==> src/rtl/axis_shutdown_ctrl_if.sv <==
// Channel-side bundle between the shutdown sequencer and its axis_shutdown stages.
// master: drives shutdown_req, observes shutdown_ack (the sequencer).
// slave : observes shutdown_req, drives shutdown_ack (the channel stages).
interface axis_shutdown_ctrl_if #(
    parameter int C_NUM_CHANNELS = 4
);
    logic [C_NUM_CHANNELS-1:0] shutdown_req;
    logic [C_NUM_CHANNELS-1:0] shutdown_ack;

    modport master (
        output shutdown_req,
        input  shutdown_ack
    );

    modport slave (
        input  shutdown_req,
        output shutdown_ack
    );
endinterface

==> src/rtl/axis_shutdown_ctrl.sv <==
// Sequences a coordinated stop/restart of up to C_NUM_CHANNELS axis_shutdown channels.
// Latency: every output is registered; transitions appear one cycle after the causing input is sampled.
// Backpressure: none; waits on the channel acks indefinitely, and the watchdog only flags a late phase.
//
// Ports: clk/rst (sync, active-high); stop_req level request; channel_mask latched on entry
// to STOPPING; chan carries shutdown_req/shutdown_ack; state/stopped/timeout/stuck_mask status.
module axis_shutdown_ctrl #(
    parameter int C_NUM_CHANNELS   = 4,
    parameter int C_TIMEOUT_WIDTH  = 16,
    parameter int C_TIMEOUT_CYCLES = 1024
) (
    input  logic                      clk,
    input  logic                      rst,
    input  logic                      stop_req,
    input  logic [C_NUM_CHANNELS-1:0] channel_mask,
    axis_shutdown_ctrl_if.master      chan,
    output logic [1:0]                state,
    output logic                      stopped,
    output logic                      timeout,
    output logic [C_NUM_CHANNELS-1:0] stuck_mask
);

    typedef enum logic [1:0] {
        RUNNING  = 2'd0,
        STOPPING = 2'd1,
        STOPPED  = 2'd2,
        STARTING = 2'd3
    } state_t;

    localparam bit                   TO_EN   = (C_TIMEOUT_CYCLES != 0);
    localparam logic [C_TIMEOUT_WIDTH-1:0] TO_LAST =
        C_TIMEOUT_WIDTH'(C_TIMEOUT_CYCLES - 1);
    localparam logic [C_TIMEOUT_WIDTH-1:0] CNT_MAX = '1;

    state_t                      st;
    logic [C_NUM_CHANNELS-1:0]   mask_l;
    logic [C_TIMEOUT_WIDTH-1:0]  counter;

    logic [C_NUM_CHANNELS-1:0]   ack_m;
    logic                        acks_set;
    logic                        acks_clear;
    logic                        wd_fire;
    logic [C_TIMEOUT_WIDTH-1:0]  counter_inc;

    // Only latched channels are looked at; unmasked acks never influence the sequence.
    assign ack_m       = chan.shutdown_ack & mask_l;
    assign acks_set    = (ack_m == mask_l);
    assign acks_clear  = (ack_m == '0);
    assign wd_fire     = TO_EN && (counter == TO_LAST);
    assign counter_inc = (counter == CNT_MAX) ? counter : counter + 1'b1;

    assign state = st;

    always_ff @(posedge clk) begin
        if (rst) begin
            st                <= RUNNING;
            chan.shutdown_req <= '0;
            mask_l            <= '0;
            counter           <= '0;
            stopped           <= 1'b0;
            timeout           <= 1'b0;
            stuck_mask        <= '0;
        end else begin
            case (st)
                RUNNING: begin
                    if (stop_req) begin
                        st                <= STOPPING;
                        mask_l            <= channel_mask;
                        chan.shutdown_req <= channel_mask;
                        counter           <= '0;
                        timeout           <= 1'b0;
                        stuck_mask        <= '0;
                    end
                end

                STOPPING: begin
                    // Abort wins over completion so a released request never parks in STOPPED.
                    if (!stop_req) begin
                        st                <= STARTING;
                        chan.shutdown_req <= '0;
                        counter           <= '0;
                        timeout           <= 1'b0;
                        stuck_mask        <= '0;
                    end else if (acks_set) begin
                        st      <= STOPPED;
                        stopped <= 1'b1;
                        counter <= '0;
                    end else begin
                        counter <= counter_inc;
                        if (wd_fire) begin
                            timeout    <= 1'b1;
                            stuck_mask <= mask_l & ~chan.shutdown_ack;
                        end
                    end
                end

                STOPPED: begin
                    // Acks are not monitored here; only the release of stop_req matters.
                    if (!stop_req) begin
                        st                <= STARTING;
                        chan.shutdown_req <= '0;
                        stopped           <= 1'b0;
                        counter           <= '0;
                        timeout           <= 1'b0;
                        stuck_mask        <= '0;
                    end
                end

                STARTING: begin
                    // A pending stop_req is deliberately ignored until RUNNING is reached.
                    if (acks_clear) begin
                        st      <= RUNNING;
                        counter <= '0;
                    end else begin
                        counter <= counter_inc;
                        if (wd_fire) begin
                            timeout    <= 1'b1;
                            stuck_mask <= mask_l & chan.shutdown_ack;
                        end
                    end
                end

                default: st <= RUNNING;
            endcase
        end
    end

endmodule

==> src/flat_wrapper.sv <==
// flat-port wrapper written by rule: the top's interface ports become plain ports
module axis_shutdown_ctrl_flat 
#(
    parameter int C_NUM_CHANNELS   = 4,
    parameter int C_TIMEOUT_WIDTH  = 16,
    parameter int C_TIMEOUT_CYCLES = 1024
)
  (clk, rst, stop_req, channel_mask, state, stopped, timeout, stuck_mask, chan_shutdown_req, chan_shutdown_ack);
  axis_shutdown_ctrl_if #(.C_NUM_CHANNELS(C_NUM_CHANNELS)) chan_i ();
  input  logic clk;
  input  logic rst;
  input  logic stop_req;
  input  logic [C_NUM_CHANNELS-1:0] channel_mask;
  output logic [1:0] state;
  output logic stopped;
  output logic timeout;
  output logic [C_NUM_CHANNELS-1:0] stuck_mask;
  output wire logic [$bits(chan_i.shutdown_req)-1:0] chan_shutdown_req;
  input wire logic [$bits(chan_i.shutdown_ack)-1:0] chan_shutdown_ack;
  assign chan_shutdown_req = chan_i.shutdown_req;
  assign chan_i.shutdown_ack = chan_shutdown_ack;
  axis_shutdown_ctrl #(.C_NUM_CHANNELS(C_NUM_CHANNELS), .C_TIMEOUT_WIDTH(C_TIMEOUT_WIDTH), .C_TIMEOUT_CYCLES(C_TIMEOUT_CYCLES)) u_core (.clk(clk), .rst(rst), .stop_req(stop_req), .channel_mask(channel_mask), .chan(chan_i), .state(state), .stopped(stopped), .timeout(timeout), .stuck_mask(stuck_mask));
endmodule
==> config.mk <==
export PLATFORM = sky130hd
export DESIGN_NAME = axis_shutdown_ctrl_flat
export DESIGN_NICKNAME = d
export VERILOG_FILES = /design/src/rtl/axis_shutdown_ctrl_if.sv /design/src/rtl/axis_shutdown_ctrl.sv /design/src/flat_wrapper.sv
export SDC_FILE = /design/constraint.sdc
export NUM_CORES = 1
export LEC_CHECK = 0
export CORE_ASPECT_RATIO = 0.8
export CORE_MARGIN = 10
export CORE_UTILIZATION = 54
export CTS_CLUSTER_SIZE = 20
export DETAILED_ROUTE_END_ITERATION = 6
export PLACE_DENSITY = 0.84
export SLEW_MARGIN = 10
export SYNTH_ARGS = -nofsm -noshare
export SYNTH_HDL_FRONTEND = slang
export SYNTH_SLANG_ARGS = --single-unit
==> constraint.sdc <==
create_clock -name clk -period 2.8 [get_ports clk]
set_clock_uncertainty 0.05 [all_clocks]
set_input_delay 0.42 -clock clk [delete_from_list [all_inputs] [get_ports clk]]
set_output_delay 0.42 -clock clk [all_outputs]
set_load 0.05 [all_outputs]
# Yosys cells after proc, flatten, opt, wreduce, memory -nomap -nowiden
# Cells that the tools add are included.
# totals
regBits	32
output_inout_bits	12
wordCells	73
# classes
n_addsub	1
eq_ne	17
muxes	33
bitwise	3
reduce_logical	12
# ops
op	count
$mux 16	6
$pmux 16 s4	1
$mux 4	8
$add 16x1->16 const B	1
$eq 16x10->1 const B	1
$eq 16x16->1 const B	1
$pmux 4 s4	1
$reduce_and 4->1	3
$mux 2	5
$ne 2x2->1 const B	5
$and 4x4->4	2
$mux 1	8
$pmux 2 s4	1
$pmux 4 s2	1
$ne 2x1->1 const B	3
$ne 3x2->1 const B	2
$reduce_and 6->1	1
$eq 2x2->1 const B	2
$eq 4x4->1	1
$logic_not 4->1	1
$not 4->4	1
$pmux 1 s4	1
$reduce_and 2->1	2
$reduce_bool 2->1	2
6 further kinds	6

# Depth between registers and ports, before layout
# Gate-level depths: netlist (run 1).
# depth
word_depth	6
depth_mapped	7

# Worst setup path before layout (run 1)
# No wires, ideal clock.
# synth_path
path_type	reg-to-reg
startpoint	register u_core.st[0], in the netlist u_core.state[0]
endpoint	register u_core.counter[9]
arrival_time_ps	2350
setup_slack_ps	273
path_stages_with_launch	8
path_cell_list	dfxtp_1 > inv_1 > ha_1 > mux2_4 > or3_4 > nor4b_1 > xnor2_1 > nor2_1
# synth_via
elab_chain_len	3
word_cells_on_any_way	8
classes_between	eq/ne: 5; mux: 1; reduce/logical: 2
# synth_rtl
element	line_no	text
start, declared	axis_shutdown_ctrl.sv:35	state_t st;
start signal, assigned	axis_shutdown_ctrl.sv:56	st <= RUNNING;
start signal, assigned	axis_shutdown_ctrl.sv:67	st <= STOPPING;
start signal, assigned	axis_shutdown_ctrl.sv:79	st <= STARTING;
$eq 2x2->1 or $logic_not 2->1 (tied branches)	axis_shutdown_ctrl.sv:64	case (st)
$ne 2x2->1 (no source line)	-	
$reduce_and 2->1 (no source line)	-	
end signal, assigned	axis_shutdown_ctrl.sv:89	counter <= counter_inc;
end signal, assigned	axis_shutdown_ctrl.sv:115	counter <= counter_inc;
end, declared	axis_shutdown_ctrl.sv:37	logic [C_TIMEOUT_WIDTH-1:0] counter;
# Several ways; a longest one is shown, not always the timed one.
# A chain may end at the register's enable or synchronous reset.

# Final worst setup path (run 1)
# layout_path
startpoint	register u_core.st[1], in the netlist u_core.state[1]
endpoint	register u_core.stuck_mask[3]
# layout_via
elab_chain_len	3
word_cells_on_any_way	12
classes_between	eq/ne: 9; mux: 1; reduce/logical: 2
# layout_rtl
element	line_no	text
$eq 2x1->1 (tied with other cells)	axis_shutdown_ctrl.sv:64	
$ne 3x3->1 (no source line) (tied with other cells)	-	
$reduce_and 6->1 (no source line)	-	
end signal, assigned	axis_shutdown_ctrl.sv:92	stuck_mask <= mask_l & ~chan.shutdown_ack;
end signal, assigned	axis_shutdown_ctrl.sv:118	stuck_mask <= mask_l & chan.shutdown_ack;
end, declared	axis_shutdown_ctrl.sv:20	output logic [C_NUM_CHANNELS-1:0] stuck_mask
# Several ways; a longest one is shown, not always the timed one.

==> metrics.txt, run 1 <==
status=complete, no violations; Worst Path Required=2.91 ns; post-CTS setup buffer count=0; Ys Warns=0; post-CTS sizing=0; Post-DP Area=2020 um^2; final hold vios=0; crit path time final=2.42 ns; flop-to-flop setup slack=0.38 ns; Setup crit start kind=register; GRT Resource Usage Total=13.8%; Synth area leaders=dfxtp_1 (36%), nand2_1 (4.6%), nor2_1 (4.6%), ha_1 (4.2%), nand3_1 (4.2%); global route overflow=0; synthesized flop and latch total=32; effective utilization at floorplan=57.0%; Worst slew margin=46.9%; TNS Setup=0 ns; vias post-DR=1638; critical path arrival=2.53 ns; Core Box Area=3130 um^2; Syn Inst Count=218; vias per cell=5.79; number of CTS-inserted buffers=5; Syn Area/Cell=8.18 um^2; initial antenna violation count=0; crit path kind=reg2reg; EDFF count, synth=0; vias in the first global route=1550; H-tree depth=2; cell row count=18; CTS clk-pin slew, worst paths=0.07 ns; WL/cell=14.0 um; Antenna diodes=0; RSZ-0062 raised after global routing=no; # nets final=259; Mapped Area=1780 um^2; total wire length=3960 um; peak supply drop=0.617 mV; Seq/Total Area, Yosys=35.9%; TritonCTS clock tree=yes; Setup crit end kind=register; post-synth top area cell=dfxtp_1; die footprint=6020 um^2; layout cells sized above 1=9.47%; Tcrit/Tclk final=86.4%; post-route ant nets=0; Yosys cell types=51; Clock Sinks=32; top achievable clock speed=414 MHz; Total Power=1.62 mW; DRT iter0 DRCs=194; Pleak=0.724 nW; asr flop ratio synth=0%; Slew Limit Fails=0; final setup violation count=0; first-pass GRT wire length=6990 um; actual slew at the worst max-slew pin=0.790 ns; dominant cell by count in the synthesized netlist=dfxtp_1; Design Area, Final=2120 um^2; largest net degree at the start of global routing=19; Area growth, synth to finish=18.7%; Mapped Nets=235; MaxCap Viol Count=0; Synth top area share=35.9%; most common flop cell mapped by yosys=dfxtp_1; min-delay worst type=reg2reg; I/O Pins=23; DR pass1 iterations=4; CTS Hold Buffers Added=0; CTS Root Cell=clkbuf_8; PortBufs=22; Max FO, Critical Path=18; Post-synth top cells=dfxtp_1 (32), nand2_1 (22), nor2_1 (22); Max Root-Sink Buffers=2; Power Density=767 nW/um^2; DP Wirelength=2900 um; die width=84.3 um; Die Height=71.4 um; Residual DRC=0; clk_lat worst skew=0.29 ns; Placer Congestion=0.868
## layout by cell type, fill, tap and decap left out, types with 2 or more instances in the layout
master           Yosys  layout
or3_4                2       2
clkdlybuf4s50_1      0      22
inv_1                8       8
clkbuf_8             1       6
nand4_1              4       4
or4_1                2       2
or2_2                3       3
nor3_1              13      13
a31oi_1              7       7
mux2i_1              4       4
clkinv_2             0       2
buf_4                1       3
nand3_1             15      15
a21oi_1             13      13
o21ai_0              6       6
nand2_1             22      22
nor2b_1              2       2
xnor2_1              8       8
a22oi_1              2       2
dfxtp_1             32      32
nand3b_1             5       5
ha_1                 6       6
nand2b_1             7       7
nor2_1              22      22
nand4b_1             2       2
## worst max-delay path, cell delays in order, from the launching register on
cell	delay [ns]
dfxtp_1	0.45
inv_1	0.12
ha_1	0.28
mux2_4	0.39
or2_2	0.36
nor2_1	0.18
o2111ai_2	0.26
mux2i_1	0.19
## kinds of logic after synthesis
kind of cell / Yosys count / share of synthesized area (%)
simple gates: 108 / 32.0
compound gates: 43 / 16.3
flops: 32 / 35.9
buf+inv: 16 / 4.63
xor+xnor: 8 / 3.93
fa+ha+maj: 6 / 4.21
mux: 5 / 3.09
## state kept, by name (all words and copies together), names as in the netlist
register and cells:
u_core.counter 16, u_core.mask_l 4, u_core.state 2, u_core.chan.shutdown_req 4
u_core.stuck_mask 4, u_core.timeout 1, u_core.stopped 1
## through the flow
step	setup slack, ns	util (%)	hold WS (ns)	std cells
3_5_place_dp	0.296	64.7	0.408	275
4_1_cts	0.407	67.6	0.417	283
3_3_place_gp	0.349	64.7	0.394	275
6_report	0.382	67.6	0.409	283
2_1_floorplan	0.273	-	0.412	218
5_1_grt	0.244	67.6	0.442	283
## path summary, 6_finish.rpt
kind,from,end,cells past startpoint
setup / recovery,u_core.state[1],u_core.stuck_mask[3],7
hold / removal,u_core.timeout,u_core.timeout,2
setup reg to reg,u_core.state[1],u_core.stuck_mask[3],7
hold reg to reg,u_core.timeout,u_core.timeout,2
## layout make-up
class | count | area (um^2)
clock buffer | 6 | 82.6
clock inverter | 2 | 10.0
fill | 273 | 1010
inverter | 8 | 30.0
multi-input combinational | 170 | 1060
sequential | 32 | 641
tap | 40 | 50.0
timing repair buffer | 25 | 243
## metal layers
metal / GRT usage, % / share of wire [%] / vias to the layer above
met3: 6.21 / 6.8 / 9
li1: - / - / 834
met5: 0 / 0 / -
met2: 20.3 / 43 / 42
met4: 4.82 / 1.5 / 0
met1: 17.4 / 48 / 753
## power breakdown
group          total (mW)  internal, mW  switching [mW]
sequential          0.565         0.512          0.0536
clock               0.366         0.196           0.170
combinational       0.692         0.253           0.439
Note: power is estimated with default switching activity, not from simulation.
==> run 2, diff against run 1 <==
--- a/config.mk
+++ b/config.mk
@@ -11,7 +11,7 @@
 export CTS_CLUSTER_SIZE = 20
 export DETAILED_ROUTE_END_ITERATION = 6
 export PLACE_DENSITY = 0.84
-export SLEW_MARGIN = 10
+export SLEW_MARGIN = 20
 export SYNTH_ARGS = -nofsm -noshare
 export SYNTH_HDL_FRONTEND = slang
 export SYNTH_SLANG_ARGS = --single-unit
==> results of run 2 <==
Final layout, timing and power as in run 1 (identical DEF).
==> run 3, diff against run 2 <==
--- a/config.mk
+++ b/config.mk
@@ -8,6 +8,7 @@
 export CORE_ASPECT_RATIO = 0.8
 export CORE_MARGIN = 10
 export CORE_UTILIZATION = 54
+export CTS_BUF_LIST = sky130_fd_sc_hd__clkbuf_16
 export CTS_CLUSTER_SIZE = 20
 export DETAILED_ROUTE_END_ITERATION = 6
 export PLACE_DENSITY = 0.84
==> run 3 against run 2 <==
Compared with the run above: power grew 8.6%; cell count is the same; sequential cell count unchanged; global-route usage up 0.14 points; first-iteration DRC count is 4.6% lower; setup slack gained 0.017 ns; largest cell class unchanged; highest routed layer unchanged.
==> metrics.txt, run 3 (synthesis results as in run 1) <==
hold_ws=0.407 ns (-0.00203 ns); I/O Pins=23 (unchanged); DR pass1 iterations=4 (unchanged); final setup violation count=0 (unchanged); CTS Hold Buffers Added=0 (unchanged); H-tree depth=2 (unchanged); met3 routed WL=242 um (-10%); Residual DRC=0 (unchanged); Setup crit end kind=register; WL/cell=14.1 um (+0.63%); post-CTS sizing=0 (unchanged); top achievable clock speed=417 MHz (+0.72%); effective utilization at floorplan=57.0% (unchanged); met2 wire len=1770 um (+2.8%); vias per cell=5.79 (unchanged); Max Root-Sink Buffers=2 (unchanged); cell row count=18 (unchanged); commonest non-fill, non-tap cells in the layout=dfxtp_1 (32), nand2_1 (22), nor2_1 (22), clkdlybuf4s50_1 (22), nand3_1 (15); Worst slew margin=46.5% (-0.33 points); Tcrit/Tclk final=85.7% (-0.62 points); Die Height=71.4 um (unchanged); PortBufs=22 (unchanged); die footprint=6020 um^2 (unchanged); Max FO, Critical Path=18 (unchanged); crit path time final=2.40 ns (-0.0173 ns); TritonCTS clock tree=yes; die width=84.3 um (unchanged); DP Wirelength=2900 um (unchanged); CTS Root Cell=clkbuf_16; Clock Sinks=32 (unchanged); Post-Route Utilization=69.1% (+1.5 points); Antenna diodes=0 (unchanged); vias in the first global route=1552 (+0.13%); vias post-DR=1638 (unchanged); min-delay worst type=reg2reg; final hold vios=0 (unchanged); largest reg by FF count=u_core.counter; clk_lat worst skew=0.28 ns (about the same); CP Cell Sequence=inv_1 -> ha_1 -> mux2_4 -> or2_2 -> nor2_1 -> o2111ai_2 -> mux2i_1; DRT iter0 DRCs=185 (-4.6%); GRT Resource Usage Total=14.0% (+0.14 points); Placer Congestion=0.868 (unchanged); max layer used=met4; peak supply drop=0.617 mV (-0.11%); status=complete, no violations; Worst Path Required=2.89 ns (-0.02 ns); Setup crit start kind=register; largest net degree at the start of global routing=19 (unchanged); actual slew at the worst max-slew pin=0.795 ns (+0.00498 ns); max reg flops=16 (unchanged); global route overflow=0 (unchanged); commonest non-fill, non-tap cell in the layout=dfxtp_1; total wire length=3990 um (+0.63%); Pleak=0.744 nW (+2.8%); post-CTS setup buffer count=0 (unchanged); Total Power=1.76 mW (+8.6%); critical path arrival=2.49 ns (-0.04 ns); crit path kind=reg2reg; CP peak stage delay=0.44 ns (about the same); CP max-delay cell=dfxtp_1; CTS clk-pin slew, worst paths=0.05 ns (-0.02 ns); number of CTS-inserted buffers=5 (unchanged); initial antenna violation count=0 (unchanged); RSZ-0062 raised after global routing=no; met1 wire length=1910 um (+0.21%); # nets final=259 (unchanged); Slew Limit Fails=0 (unchanged); TNS Setup=0 ns (unchanged); Power Density=815 nW/um^2 (+6.3%); Area growth, synth to finish=21.2%; Core Box Area=3130 um^2 (unchanged); post-route ant nets=0 (unchanged); MaxCap Viol Count=0 (unchanged); first-pass GRT wire length=7050 um (+0.89%); layout cells sized above 1=9.05% (-0.41 points)
-- run 3: report_power, final --
part           leakage, nW  internal, mW  switching [mW]
logic                0.413         0.253           0.438
registers            0.260         0.513          0.0531
clock network       0.0710         0.322           0.186
-- run 3: worst paths after layout --
path,startpoint,endpoint,slack (ns),depth (start not counted)
min,u_core.timeout,u_core.timeout,0.41,2
min reg2reg,u_core.timeout,u_core.timeout,0.41,2
max,u_core.state[1],u_core.stuck_mask[3],0.40,7
max reg2reg,u_core.state[1],u_core.stuck_mask[3],0.40,7
-- run 3: cell type report --
class	count	area (um^2)
clock buffers	5	125
inverters	8	30.0
clock inverters	3	13.8
multi-input cells	170	1060
flip-flops and latches	32	641
repair buffers	25	243
fillers	263	967
well taps	40	50.0
-- run 3: layer usage --
metal	vias up	global-route usage, %
met5	-	0
met4	0	5.19
met3	7	6.10
met2	39	20.5
met1	754	17.6
li1	838	-
-- run 3: worst max-delay path: cells and delay by family, from the launching register on --
family | cells | cell delay, ns
AOI/OAI and AO/OA | 1 | 0.26
muxes | 2 | 0.58
DFF | 1 | 0.44
buffers and inverters | 1 | 0.12
and+or+nand+nor | 2 | 0.54
adders and majority gates | 1 | 0.28
-- run 3: metrics by stage --
stage	area (um^2)	setup slack, ns	instances
2_1_floorplan	1780	0.273	218
3_3_place_gp	2020	0.349	275
3_5_place_dp	2020	0.296	275
4_1_cts	2160	0.402	283
5_1_grt	2160	0.236	283
6_report	2160	0.399	283
